--- src/rtl/lm_sm_sequencer.sv ---
// lm_sm_sequencer: expands LM/SM/LA/SA into ascending single-register micro-ops with dense word offsets
module lm_sm_sequencer (
  input  logic        clk,
  input  logic        reset_n,
  input  logic [15:0] instr,
  input  logic        instr_valid,
  input  logic        stall_in,
  input  logic        flush,
  output logic        hold_fetch,
  output logic        busy,
  output logic        uop_valid,
  output logic        uop_is_load,
  output logic [2:0]  k_reg,
  output logic [2:0]  addr_off,
  output logic        uop_first,
  output logic        uop_last
);
  typedef enum logic {IDLE, SEQ} state_t;
  state_t      state_q, state_d;
  logic [7:0]  pend_q, pend_d;
  logic [2:0]  cnt_q, cnt_d, k_q, k_d, off_q, off_d;
  logic        load_q, load_d, valid_q, valid_d, first_q, first_d, last_q, last_d;
  logic [7:0]  mask, rest;
  logic        accept;
  function automatic logic [2:0] lowest(input logic [7:0] m);
    lowest = 3'd0;
    for (int i = 7; i >= 0; i--) if (m[i]) lowest = i[2:0];
  endfunction
  function automatic logic single(input logic [7:0] m);
    return (m & (m - 8'd1)) == 8'd0;
  endfunction
  assign mask   = instr[13] ? 8'hFF : instr[7:0];
  assign accept = state_q == IDLE && instr_valid && instr[15:14] == 2'b11 && |mask && !flush;
  assign rest   = pend_q & (pend_q - 8'd1);
  // state, pending mask and micro-op registers
  always_ff @(posedge clk or negedge reset_n) begin
    if (!reset_n) begin
      state_q <= IDLE;
      pend_q  <= '0;
      cnt_q   <= '0;
      k_q     <= '0;
      off_q   <= '0;
      load_q  <= 1'b0;
      valid_q <= 1'b0;
      first_q <= 1'b0;
      last_q  <= 1'b0;
    end else begin
      state_q <= state_d;
      pend_q  <= pend_d;
      cnt_q   <= cnt_d;
      k_q     <= k_d;
      off_q   <= off_d;
      load_q  <= load_d;
      valid_q <= valid_d;
      first_q <= first_d;
      last_q  <= last_d;
    end
  end
  // next state: flush wins, stall freezes, train ends when no bits remain after the issued one
  always_comb begin
    state_d = flush ? IDLE : stall_in ? state_q : state_q == IDLE ? (accept ? SEQ : IDLE) : (|rest ? SEQ : IDLE);
  end
  // micro-op datapath: accept latches the mask, each unstalled SEQ edge retires the lowest pending bit
  always_comb begin
    pend_d  = pend_q;
    cnt_d   = cnt_q;
    k_d     = k_q;
    off_d   = off_q;
    load_d  = load_q;
    valid_d = valid_q;
    first_d = first_q;
    last_d  = last_q;
    if (flush) begin
      pend_d  = '0;
      cnt_d   = '0;
      valid_d = 1'b0;
      first_d = 1'b0;
      last_d  = 1'b0;
    end else if (!stall_in && state_q == IDLE && accept) begin
      pend_d  = mask;
      cnt_d   = '0;
      k_d     = lowest(mask);
      off_d   = '0;
      load_d  = ~instr[12];
      valid_d = 1'b1;
      first_d = 1'b1;
      last_d  = single(mask);
    end else if (!stall_in && state_q == SEQ) begin
      pend_d  = rest;
      cnt_d   = cnt_q + 3'd1;
      k_d     = |rest ? lowest(rest) : k_q;
      off_d   = |rest ? cnt_q + 3'd1 : off_q;
      valid_d = |rest;
      first_d = 1'b0;
      last_d  = |rest && single(rest);
    end
  end
  // fetch hold and status outputs
  always_comb begin
    busy       = state_q == SEQ;
    hold_fetch = flush ? 1'b0 : state_q == IDLE ? accept : !last_q;
  end
  assign uop_valid   = valid_q;
  assign uop_is_load = load_q;
  assign k_reg       = k_q;
  assign addr_off    = off_q;
  assign uop_first   = first_q;
  assign uop_last    = last_q;
endmodule

--- config.mk ---
export PLATFORM = sky130hd
export DESIGN_NAME = lm_sm_sequencer
export DESIGN_NICKNAME = d
export VERILOG_FILES = /design/src/rtl/lm_sm_sequencer.sv
export SDC_FILE = /design/constraint.sdc
export NUM_CORES = 1
export LEC_CHECK = 0
export BUFFER_PORTS_ARGS = -buffer_cell sky130_fd_sc_hd__buf_2
export CORE_MARGIN = 3
export CORE_UTILIZATION = 40
export CTS_CLUSTER_DIAMETER = 150
export CTS_CLUSTER_SIZE = 28
export DETAILED_ROUTE_END_ITERATION = 8
export GPL_ROUTABILITY_DRIVEN = 0
export MAX_ROUTING_LAYER = met4
export PLACE_DENSITY_LB_ADDON = 0.2
export SLEW_MARGIN = 25
export SYNTH_ARGS = -nofsm -noshare
export SYNTH_HDL_FRONTEND = slang
export SYNTH_SLANG_ARGS = --single-unit
--- constraint.sdc ---
create_clock -name clk -period 2 [get_ports clk]
set_input_delay 0.1 -clock clk [delete_from_list [all_inputs] [get_ports clk]]
set_output_delay 0.1 -clock clk [all_outputs]
set_load 0.05 [all_outputs]
==> run_results.csv, run 1 <==
group,metric,value,unit
floorplanning,ioPinCount,33,
synth,yosysUniqueCellTypes,60,
synth,synth_edf_count,0,
synth,syn_nets,214,
synth,ys_seq_area_frac,0.3351,
clock_tree,clk_latency,0.26,ns
synth,synth_area_leaders,"dfrtp_1 34%, nor2_1 4.8%, o2bb2ai_1 3.7%",
placed_design,port_buffers,28,
final_layout,seqCellArea,551.8,µm²
timing,timing.fmax,0.5113,GHz
setup_path,reg2reg_slack,0.04,ns
drt,wire_per_inst,16.53,µm
setup_path,startpoint,"busy",
final_layout,syn2layout_area_growth,25.06,%
synth,synth_top_area_share,0.3351,
grt,grt_pass1_vias,1623,
clock_tree,cts-root-buf,"clkbuf_8",
drt,routed_via_density,6.145,
drt,dr.pass1.iters,4,
placed_design,hpwl,3532,µm
timing,hold_violations,0,
floorplanning,die_h,70.09,µm
floorplanning,coreArea,3799,µm²
timing,worst_pin_slew,0.6020,ns
synth,synthTopCellsByCount,"22 x dfrtp_1, 21 x nor2_1, 14 x nand2_1",
drt,vias,1739,
timing,slew_viol_final,0,
setup_path,worstSetupStartpointType,"flop",
timing,setup_slack,0.04433,ns
synth,async_flop_share,1.000,
clock_tree,cts_tree,"done",
setup_path,cp_data_arrival_time,2.11,ns
power_and_ir_drop,ir_drop,501.0,µV
placed_design,dp_cells,278,
power_and_ir_drop,cellPowerDensity,653.3,nW/µm²
clock_tree,htreeDepth,1,
clock_tree,clockBufferDepth,2,
final_layout,layout.nets,258,
setup_path,required,2.15,ns
final_layout,fin_cells,283,
synth,ys_seq_elements,22,
clock_tree,cts.sinks,22,
timing,holdWs,0.01185,ns
grt,grt-ovfl-total,0,
timing,slew_headroom,0.5956,
final_layout,multiInputGateArea,988.4,µm²
setup_path,end_kind,"flop",
timing,min_period,1.956,ns
drt,wl_met1,2032,µm
synth,syn_area,1643,µm²
synth,synth_area_leader_cell,"dfrtp_1",
clock_tree,postCtsSetupBuffers,0,
grt,antenna_found_initial,0,
floorplanning,rows,22,
power_and_ir_drop,power.total,1.342,mW
floorplanning,start_util,0.4325,
drt,wl,4678,µm
setup_path,reg2reg_from,"busy",
floorplanning,die_area,4912,µm²
power_and_ir_drop,p_leak,0.9429,nW
synth,yosysWarnings,0,
timing,finClkSkew,0.005334,ns
synth,netlist_instances,192,
grt,grt_pass1_wl,7879,µm
setup_path,crit_fanout,5,
clock_tree,cts_buffers,3,
timing,finalCritPeriodShare,0.9778,
grt,grt_usage,0.2004,
run,maxCapViolCount,0,
drt,initialDrtViolationCount,87,
synth,syn_area_per_cell,8.556,µm²
drt,antenna_left,0,
floorplanning,dieWidth,70.09,µm
drt,routed-wl-met3,315,µm
final_layout,largest_register,"pend_q",
synth,synth_flop_cell,"dfrtp_1",
final_layout,fillCellCount,345,
timing,setup_viol,0,
synth,yosysMostFrequentCell,"dfrtp_1",
setup_path,worstReg2RegEnd,"k_reg[1]",
drt,wl_met2,2284,µm
clock_tree,clk_pin_slew,0.09,ns
placed_design,dp_slack,-0.05818,ns
setup_path,cp-endpoint,"k_reg[1]",
final_layout,drive_above_1_share,0.3191,
setup_path,reg2reg_depth,5,
min_path,holdCritPathClass,"primary input to flop",
timing,rsz0062_at_grt,"false",
setup_path,worstSetupPathType,"flop to flop",
drt,routed.top_layer,"met4",
grt,grt_max_degree,23,
final_layout,antennaDiodeCount,0,
drt,route.detailed.drc,0,
final_layout,largest_reg_flops,8,
status,status,"completed",
-- timing repair --
| action | in CTS | in global routing |
|---|---|---|
| pin swaps | 0 | 0 |
| hold endpoints to repair | 22 | 0 |
| endpoints found under the setup margin | 7 | 7 |
| gates resized for setup | 1 | 2 |
| hold buffers | 1 | 0 |
-- per-stage QoR --
stage | utilization | TNS [ns] | instance area, µm²
2_1_floorplan | - | -0.1981 | 1678
6_report | 0.5408 | 0 | 2054
3_5_place_dp | 0.5155 | -0.2840 | 1958
4_1_cts | 0.5369 | 0 | 2039
3_3_place_gp | 0.5155 | -0.07094 | 1958
5_1_grt | 0.5408 | 0 | 2054
-- routing by layer --
| layer | vias to the layer above | GRT usage |
|---|---|---|
| met5 | - | - |
| met1 | 851 | 0.2640 |
| met2 | 69 | 0.3232 |
| li1 | 813 | - |
| met4 | 0 | 0.03617 |
| met3 | 6 | 0.04029 |
-- power breakdown --
| group | switching (mW) | internal, mW |
|---|---|---|
| clock network | 0.152 | 0.267 |
| logic | 0.278 | 0.140 |
| registers | 0.0218 | 0.483 |
| total | 0.452 | 0.891 |
-- critical path: stages (launching register included) --
cell and delay (ns):
dfrtp_2 0.45, or4_1 0.55, buf_4 0.18, a211oi_1 0.33
a21oi_2 0.06, mux2_4 0.27
-- worst min path at each step --
stage | start | end | slack, ns | cells past startpoint
finish | instr[12] | uop_is_load | 0.01 | 2
global route | instr[12] | uop_is_load | 0.003 | 2
CTS | instr[12] | uop_is_load | 0.008 | 2
detailed placement | reset_n | pend_q[2] | 0.11 | 1
global placement | reset_n | pend_q[2] | 0.09 | 1
floorplan | reset_n | addr_off[0] | -0.20 | 0
-- cell type report --
class | instances | share of cell area
multi-input combinational | 145 | 0.4811
sequential | 22 | 0.2686
timing repair buffer | 56 | 0.1717
tap | 48 | 0.02923
clock buffer | 3 | 0.02010
clock inverter | 1 | 0.01462
inverter | 8 | 0.01462
-- layout by cell type, fill, tap and decap left out, drive strengths merged, types with 4 or more instances in the layout --
master and n:
buf 55, or3 5, nor3 4, dfrtp 22, o2bb2ai 7, nand2 14, or4 4, inv 8
nand3 6, a21oi 9, nor2 22, o21ai 14
-- cell families (layout without fill, tap and decap cells) --
logic type / Yosys count / in the layout / synth area share
AO/OA/AOI/OAI: 67 / 67 / 0.3016
multiplexers: 6 / 6 / 0.04112
AND/OR/NAND/NOR: 69 / 69 / 0.2201
buffers and inverters: 25 / 68 / 0.08301
flip-flops: 22 / 22 / 0.3351
XOR/XNOR: 1 / 1 / 0.005332
adder cells (fa/ha/maj): 2 / 2 / 0.01371
No activity file was read; power rests on OpenSTA's default activity.
==> run 2, diff against run 1 <==
Settings changed: ABC_AREA set to 1, RECOVER_POWER set to 25.
==> run 2 against run 1 <==
Compared with the run above:
- first-iteration DRC count is 23% lower
- register-to-register slack better by 0.20 ns
- global-route usage is 2.0 points lower
- routed wire length is 23% lower
- clock power is 2% higher
- final cell count is 4.2% higher
- worst hold slack better by 0.012 ns
- sequential cell count stayed put
- fmax is 12% higher
- non-clock buffer count is 24 lower
- total power is 14% lower
- sequential share of layout area is 3.6 points higher
- highest routed layer unchanged
==> run_results.csv, run 2 <==
group,metric,value,unit
setup_path,cp_data_arrival_time,1.95,ns
timing,min_period,1.753,ns
floorplanning,start_util,0.4360,
synth,syn_area,1535,µm²
synth,synth_area_leader_cell,"dfrtp_1",
final_layout,largest_reg_flops,8,
timing,timing.fmax,0.5705,GHz
final_layout,antennaDiodeCount,0,
timing,slew_viol_final,0,
synth,yosysMostFrequentCell,"nand2_1",
grt,grt-ovfl-total,0,
clock_tree,cts.sinks,22,
power_and_ir_drop,power.total,1.160,mW
min_path,min_to,"uop_is_load",
min_path,min_from,"instr[12]",
synth,netlist_instances,217,
timing,finClkSkew,0.002449,ns
placed_design,hpwl,2762,µm
floorplanning,rows,21,
grt,grt_usage,0.1803,
final_layout,syn2layout_area_growth,17.69,%
synth,synth_area_leaders,"dfrtp_1 36%, nand2_1 18%, inv_1 5.1%",
synth,synth_xor_area_frac,0.005705,
setup_path,reg2reg_depth,9,
grt,grt_max_degree,23,
timing,hold_violations,0,
clock_tree,htreeDepth,1,
timing,finalCritPeriodShare,0.8765,
setup_path,worstSetupStartpointType,"flop",
clock_tree,clockBufferDepth,2,
setup_path,cp_common_cell,"nor2_2",
timing,setup_viol,0,
drt,dr.pass1.iters,4,
min_path,whs_path_depth,2,
setup_path,path_depth,9,
drt,routed_via_density,4.908,
setup_path,critPathMaxStageDelay,0.43,ns
synth,synthTopCellsByCount,"74 x nand2_1, 22 x dfrtp_1, 21 x inv_1",
synth,synth_mux_area_frac,0,
power_and_ir_drop,cellPowerDensity,642.0,nW/µm²
synth,yosysWarnings,0,
grt,grt_pass1_wl,6120,µm
final_layout,layout.cells.most_common,"nand2_1",
power_and_ir_drop,p_leak,1.000,nW
timing,worst_pin_slew,1.195,ns
synth,syn_nets,239,
setup_path,critPathTopFamily,"simple AND/OR/NAND/NOR gates",
final_layout,largest_register,"pend_q",
drt,vias,1448,
synth,synthAdderAreaFrac,0.008150,
synth,syn_area_per_cell,7.075,µm²
drt,antenna_left,0,
grt,grt_pass1_vias,1321,
final_layout,layout_common_cells,"74 x nand2_1, 27 x buf_2, 22 x dfrtp_1",
synth,synth_edf_count,0,
setup_path,reg2reg_from,"busy",
setup_path,worstSetupPathType,"flop to flop",
drt,wl,3596,µm
power_and_ir_drop,ir_drop,428.0,µV
grt,antenna_found_initial,0,
synth,synth_flop_cell,"dfrtp_1",
setup_path,crit_buf_inv,1,
floorplanning,dieWidth,67.95,µm
drt,wire_per_inst,12.19,µm
setup_path,reg2reg_slack,0.25,ns
clock_tree,cts-root-buf,"clkbuf_8",
synth,async_flop_share,1.000,
floorplanning,die_h,67.95,µm
synth,ys_seq_elements,22,
timing,rsz0062_at_grt,"false",
synth,yosys.area_share.simple,0.4165,
placed_design,port_buffers,28,
synth,synth_top_area_share,0.3586,
clock_tree,cts_tree,"done",
run,maxCapViolCount,0,
clock_tree,cts_buffers,3,
final_layout,layout.nets,272,
min_path,holdCritPathClass,"primary input to flop",
synth,synth-compound-area-share,0.1247,
setup_path,required,2.19,ns
setup_path,worstReg2RegEnd,"k_reg[2]",
setup_path,crit_fanout,15,
timing,setup-tns-final,0,ns
drt,route.detailed.drc,0,
floorplanning,ioPinCount,33,
final_layout,drive_above_1_share,0.2691,
setup_path,path_cells,"inv_1 -> nand2_1 -> nor2_2 -> nand3_4 -> nand2_4 -> nand2_2 -> nor2_2 -> nor2_1 -> a21oi_1",
synth,synth_top_family_by_area,"simple AND/OR/NAND/NOR gates",
drt,initialDrtViolationCount,67,
floorplanning,coreArea,3521,µm²
clock_tree,clk_latency,0.27,ns
synth,ys_seq_area_frac,0.3586,
synth,yosysUniqueCellTypes,27,
clock_tree,clk_pin_slew,0.09,ns
setup_path,slowest_stage,"dfrtp_1",
setup_path,end_kind,"flop",
timing,slew_headroom,0.2032,
floorplanning,die_area,4617,µm²
status,status,"completed",
## run 2: timing repair
action	4_1_cts	5_1_grt
resized for setup	0	0
setup buffers	0	0
setup endpoints to repair	0	0
hold endpoints to repair	22	0
hold buffers	1	0
## run 2: layout make-up
cell class                      instances  area [µm²]
Tap cell                               46       57.56
Clock inverter                          1       30.03
Fill cell                             369        1714
Clock buffer                            3       41.29
Multi-Input combinational cell        167       852.1
Sequential cell                        22       550.5
Timing Repair Buffer                   32       183.9
Inverter                               24       91.34
## run 2: worst max path at each step
stage               start          to  slack [ns]
finish               busy    k_reg[2]        0.25
global placement     busy    k_reg[2]        0.31
floorplan            busy  hold_fetch        0.08
CTS                  busy    k_reg[2]        0.24
global route         busy    k_reg[2]        0.09
detailed placement   busy    k_reg[2]        0.26
## run 2: worst register-to-register path: cells and delay by family (launching register included)
kind / cells / cell delay (ns)
and+or+nand+nor: 7 / 0.99
AOI/OAI and AO/OA: 1 / 0.13
DFF: 1 / 0.43
buffers and inverters: 1 / 0.14
## run 2: through the flow
step	util	hold slack (ns)	cell area [µm²]	cells	setup slack, ns
2_1_floorplan	-	-0.1956	1535	217	0.07754
3_3_place_gp	0.4904	0.1051	1727	290	0.3056
3_5_place_dp	0.4904	0.1049	1727	290	0.2636
4_1_cts	0.5135	0.02783	1808	295	0.2414
5_1_grt	0.5131	0.03296	1807	295	0.09160
6_report	0.5131	0.02434	1807	295	0.2470
## run 2: where the power goes
group	internal [mW]	total [mW]	switching (mW)
logic	0.0653	0.246	0.181
clock network	0.268	0.430	0.162
registers	0.470	0.484	0.0142
total	0.803	1.16	0.357
## run 2: routing by layer
layer | GRT usage | vias to the layer above | share of wire
li1 | - | 761 | -
met1 | 0.2544 | 651 | 0.51
met4 | 0.04467 | 0 | 0.011
met5 | - | - | 0
met2 | 0.2768 | 31 | 0.44
met3 | 0.01970 | 5 | 0.041
## run 2: logic make-up after synthesis
| group | after synthesis |
|---|---|
| DFF | 22 |
| and+or+nand+nor | 131 |
| buffers and inverters | 28 |
| adders and majority gates | 1 |
| AOI/OAI and AO/OA | 34 |
| xor gates and xnor gates | 1 |
